**config.mk**
```make
export PLATFORM = sky130hd
export DESIGN_NAME = tl_write_back_pipe
export DESIGN_NICKNAME = d
export VERILOG_FILES = /design/src/rtl/tl_write_back_pipe.sv
export SDC_FILE = /design/constraint.sdc
export NUM_CORES = 1
export LEC_CHECK = 0
export BUFFER_PORTS_ARGS = -buffer_cell sky130_fd_sc_hd__clkbuf_2
export CORE_MARGIN = 2
export CORE_UTILIZATION = 54
export CTS_CLUSTER_DIAMETER = 80
export DETAILED_ROUTE_END_ITERATION = 7
export PLACE_DENSITY = 0.89
export SLEW_MARGIN = 25
export SYNTH_ARGS = -nofsm -noshare
export SYNTH_HDL_FRONTEND = slang
export SYNTH_SLANG_ARGS = --single-unit
```
**constraint.sdc**
```tcl
create_clock -name i_clock -period 5 [get_ports i_clock]
set_input_delay 0.25 -clock i_clock [delete_from_list [all_inputs] [get_ports i_clock]]
set_output_delay 0.25 -clock i_clock [all_outputs]
set_load 0.05 [all_outputs]
```
**src/rtl/tl_write_back_pipe.sv**
```systemverilog
// tl_write_back_pipe
// Pipelined write-back stage. Holds the MEM/WB pipeline register, which
// supports stall, flush and a valid bit. From the registered state it
// selects what is written back: the ALU result, the extracted and extended
// load data, or the link address. It also counts committed register writes
// for debug.
//
// Ports:
//   i_clock, i_reset      clock and synchronous active-high reset
//   i_valid               MEM stage holds a valid instruction
//   i_stall, i_flush      hold / bubble the MEM/WB register (flush wins)
//   i_read_data           raw word from data memory
//   i_result_alu          ALU result; bits [1:0] give the load byte offset
//   i_pc_link             return address for link instructions
//   i_write_reg           destination register
//   i_senial_control      [0] RegWrite [1] MemtoReg [2] Link
//                         [4:3] load size (00 byte, 01 half, 1x word)
//                         [5] unsigned load
//   o_write_data          register-file write data
//   o_write_reg           register-file write address (always driven)
//   o_reg_write           register-file write enable (never for r0)
//   o_fwd_data            copy of o_write_data for the forwarding unit
//   o_retired             wrapping count of committed register writes
module tl_write_back_pipe #(
    parameter int len               = 32,
    parameter int NB_SENIAL_CONTROL = 8,
    parameter int NB_ADDR_REG       = 5,
    parameter int NB_RETIRED        = 16
) (
    input  logic                         i_clock,
    input  logic                         i_reset,
    input  logic                         i_valid,
    input  logic                         i_stall,
    input  logic                         i_flush,
    input  logic [len-1:0]               i_read_data,
    input  logic [len-1:0]               i_result_alu,
    input  logic [len-1:0]               i_pc_link,
    input  logic [NB_ADDR_REG-1:0]       i_write_reg,
    input  logic [NB_SENIAL_CONTROL-1:0] i_senial_control,
    output logic [len-1:0]               o_write_data,
    output logic [NB_ADDR_REG-1:0]       o_write_reg,
    output logic                         o_reg_write,
    output logic [len-1:0]               o_fwd_data,
    output logic [NB_RETIRED-1:0]        o_retired
);

    // Control bit positions inside the control word
    localparam int CTRL_REG_WRITE = 0;
    localparam int CTRL_MEM_TO_REG = 1;
    localparam int CTRL_LINK = 2;
    localparam int CTRL_UNSIGNED = 5;

    // Only the low six control bits mean anything to this stage, so only
    // those are kept in the pipeline register.
    logic                   wb_valid;
    logic [5:0]             wb_ctrl;
    logic [len-1:0]         wb_read_data;
    logic [len-1:0]         wb_result_alu;
    logic [len-1:0]         wb_pc_link;
    logic [NB_ADDR_REG-1:0] wb_write_reg;
    logic [NB_RETIRED-1:0]  retired_count;

    logic [1:0]             load_offset;
    logic [7:0]             byte_lane;
    logic [15:0]            half_lane;
    logic [len-1:0]         load_data;

    // The upper control bits are reserved for other stages.
    generate
        if (NB_SENIAL_CONTROL > 6) begin : g_spare_ctrl
            logic unused_ctrl_bits;
            assign unused_ctrl_bits = &{1'b0, i_senial_control[NB_SENIAL_CONTROL-1:6]};
        end
    endgenerate

    // MEM/WB register. A flush clears only valid and control, which is
    // enough to make the slot a bubble. The data fields keep their values.
    always_ff @(posedge i_clock) begin
        if (i_reset) begin
            wb_valid      <= 1'b0;
            wb_ctrl       <= '0;
            wb_read_data  <= '0;
            wb_result_alu <= '0;
            wb_pc_link    <= '0;
            wb_write_reg  <= '0;
        end else if (i_flush) begin
            wb_valid <= 1'b0;
            wb_ctrl  <= '0;
        end else if (!i_stall) begin
            wb_valid      <= i_valid;
            wb_ctrl       <= i_senial_control[5:0];
            wb_read_data  <= i_read_data;
            wb_result_alu <= i_result_alu;
            wb_pc_link    <= i_pc_link;
            wb_write_reg  <= i_write_reg;
        end
    end

    // Retired-write counter. An instruction only counts on the edge where
    // it actually leaves the stage. A stalled write therefore counts once,
    // and a write that is flushed or reset away does not count.
    always_ff @(posedge i_clock) begin
        if (i_reset) begin
            retired_count <= '0;
        end else if (o_reg_write && !i_stall && !i_flush) begin
            retired_count <= retired_count + 1'b1;
        end
    end

    // Load lane extraction (little-endian). For halfword loads only the
    // upper offset bit matters, so a misaligned half is quietly rounded
    // down instead of trapping.
    always_comb begin
        load_offset = wb_result_alu[1:0];
        byte_lane   = 8'(wb_read_data >> {load_offset, 3'b000});
        half_lane   = 16'(wb_read_data >> {load_offset[1], 4'b0000});
        load_data   = wb_read_data;
        if (!wb_ctrl[4]) begin
            if (!wb_ctrl[3]) begin
                load_data = wb_ctrl[CTRL_UNSIGNED]
                          ? {{(len-8){1'b0}}, byte_lane}
                          : {{(len-8){byte_lane[7]}}, byte_lane};
            end else begin
                load_data = wb_ctrl[CTRL_UNSIGNED]
                          ? {{(len-16){1'b0}}, half_lane}
                          : {{(len-16){half_lane[15]}}, half_lane};
            end
        end
    end

    // Write-back source select. Link overrides MemtoReg so that a
    // jump-and-link always writes its return address.
    always_comb begin
        if (wb_ctrl[CTRL_LINK]) begin
            o_write_data = wb_pc_link;
        end else if (wb_ctrl[CTRL_MEM_TO_REG]) begin
            o_write_data = load_data;
        end else begin
            o_write_data = wb_result_alu;
        end
    end

    assign o_fwd_data  = o_write_data;
    assign o_write_reg = wb_write_reg;
    assign o_reg_write = wb_valid && wb_ctrl[CTRL_REG_WRITE] && (wb_write_reg != '0);
    assign o_retired   = retired_count;

endmodule
```
==> results.tsv <==
metric	value	unit
port_buffers	197	
numCtsBuffers	17	
post_drt_wl_per_cell	17.00	µm
post_route_cells_drive_above_1_share	23.86	%
clk_latency	520	ps
cp-start-kind	flop	
fin_crit_sh	75.40	%
synth-edff-count	0	
cts_resized	0	
slew_violations	0	
dp_hpwl	11.12	mm
n_antenna_cell	0	
hold_violations	0	
ys_ff_latch	124	
hold_end	wb_read_data[13]	
fmax	265.2	MHz
hold-path-cell-count	3	
grt_pass1_wl	31.00	mm
netlist_instances	777	
path_cells	inv_1 > nand2_1 > a21oi_1 > buf_4 > a21oi_1 > clkbuf_2	
endpoint_kind	output port	
tightest_slew	1074	ps
irDropWorstVdd	0.2547	mV
fin_skew	9.485	ps
overflow	0	
drv_cap	0	
grt_pass1_vias	6470	
drt_iter0_markers	591	
routed_via_density	5.611	
leakage	3.451	nW
cts_num_sinks	124	
die_y	107.7	µm
crit_required	4750	ps
fin_nets	1129	
die_w	107.7	µm
setup_tns	0	ps
drcViolationCount	0	
drt-total-wl	19.77	mm
grt_start_max_net_pins	86	
drtPass1Iterations	6	
start_util	56.04	%
postRouteAntennaNets	0	
r2r_end	o_retired[11]	
reg2reg_depth	4	
r2r_slack	3000	ps
arrival	3520	ps
reg2reg_from	o_write_reg[0]	
hp-class	primary input to flop	
period_needed	3770	ps
io_pins	200	
area_growth	40.39	%
grt_setup_unrepaired	false	
max_stage_delay	930	ps
num_vias	6526	
path_class	flop to output port	
clockBufferDepth	2	
syn_area_per_cell	7.480	µm²
relSlewSlack	27.99	%
synth_warnings	0	
syn_area	5812	µm²
gp_routability_congestion	0.8633	
track_usage	33.99	%
synth_top_area_share	42.71	%
root_buffer	clkbuf_8	
row_count	37	
instances_no_fill	1163	
cts_tree	done	
outcome	finished, final reports clean	
die-area	11610	µm²
top_regs	wb_pc_link x32, wb_read_data x32, wb_result_alu x32	
ys.flop_type	dfxtp_1	
totalPowerFinal	2.650	mW
synth.area.top_cells	dfxtp_1, nand2_1, a21oi_1	
antenna_found_initial	0	
crit_fanout	25	
crit_top_cell	a21oi_1	
yosysUniqueCellTypes	37	
power_density	324.8	nW/µm²
place_inst	1024	
yosysTopAreaCell	dfxtp_1	
setup_viol	0	
async_flop_share	0	%
synth_fp_nets	892	
path_clk_slew	60	ps
h-tree-depth	4	
slowest_stage	dfxtp_1	
ys_seq_area_share	42.71	%
core_area	10370	µm²
min_from	i_read_data[13]	
cell usage in the layout (no fill, tap or decap), types with 3 or more instances in the layout:
cell type,instances
a22oi_1,7
inv_1,12
xor2_1,3
nor2b_1,14
o22ai_1,18
inv_6,4
or4_1,10
a21oi_1,150
clkbuf_16,16
clkinv_4,5
or3_1,5
a311oi_1,6
nor2_1,29
clkbuf_2,196
clkinv_2,3
mux2i_1,20
nand2_1,224
nand2b_1,10
o21ai_0,5
dlygate4sd3_1,107
mux2_2,7
o31ai_1,16
dfxtp_1,124
buf_4,5
nand3_1,5
critical path: cells and delay by family (launching register included):
| kind | cells | cell delay [ps] |
|---|---|---|
| and+or+nand+nor | 1 | 460 |
| DFF | 1 | 930 |
| buffers and inverters | 3 | 1250 |
| AOI/OAI and AO/OA | 2 | 360 |
kinds of logic (layout without fill, tap and decap cells):
| family | after synthesis | after routing | synth area share (%) |
|---|---|---|---|
| XOR/XNOR | 3 | 3 | 0.4522 |
| AND/OR/NAND/NOR | 308 | 308 | 22.43 |
| flip-flops | 124 | 124 | 42.71 |
| buffers and inverters | 103 | 353 | 8.913 |
| adder cells (fa/ha/maj) | 1 | 1 | 0.2153 |
| multiplexers | 27 | 27 | 4.801 |
| AO/OA/AOI/OAI | 211 | 211 | 20.47 |
area by class of cell:
| cell class | instances | area [µm²] |
|---|---|---|
| clock buffers | 18 | 417.9 |
| clock inverters | 14 | 112.6 |
| fillers | 726 | 2211 |
| inverters | 12 | 45.04 |
| multi-input cells | 550 | 2821 |
| flip-flops and latches | 124 | 2482 |
| well taps | 136 | 170.2 |
| repair buffers | 309 | 2110 |
per-layer routing:
layer	vias to the layer above	wire, µm	GRT usage (%)
met3	66	1346	6.356
met2	376	9981	59.61
li1	3090	-	-
met1	2994	7698	39.61
met5	-	0	0
met4	0	742	16.48
stage by stage:
step	util (%)	hold WS (ps)	cell area, µm²	setup WS [ps]
after detailed placement	63.24	446.0	6558	1888
final	78.68	15.76	8159	1230
after floorplan	-	386.0	5812	1887
after global placement	63.04	441.9	6538	1973
after CTS	78.68	0.9135	8159	1317
after global routing	78.68	13.19	8159	1084
Yosys cell counts, drive strengths merged (12+ instances only):
cell type,n
o22ai,18
o31ai,16
nor2,30
nand2,224
buf,38
clkbuf,53
inv,12
a21oi,150
nor2b,14
mux2i,20
dfxtp,124
where the power goes:
part           total (mW)  internal (mW)  leakage, nW  switching [mW]
Sequential           1.06           1.03         1.01          0.0354
Combinational       0.487          0.172         2.18           0.315
Clock                1.10          0.618        0.262           0.482
worst max path at each step:
stage                           from          endpoint  slack (ps)  depth (start not counted)
global placement          wb_ctrl[2]  o_write_data[26]        1970                          6
floorplan           wb_result_alu[1]   o_write_data[0]        1890                          7
detailed placement        wb_ctrl[2]    o_fwd_data[26]        1890                          6
CTS                       wb_ctrl[2]    o_fwd_data[26]        1320                          6
finish                    wb_ctrl[2]    o_fwd_data[26]        1230                          6
global route              wb_ctrl[2]    o_fwd_data[26]        1080                          6
timing repair:
item,4_1_cts,5_1_grt
endpoints found under the setup margin,0,0
hold endpoints to repair,107,0
hold buffers,107,0
setup buffers,0,0
No activity file was read; power rests on OpenSTA's default activity.
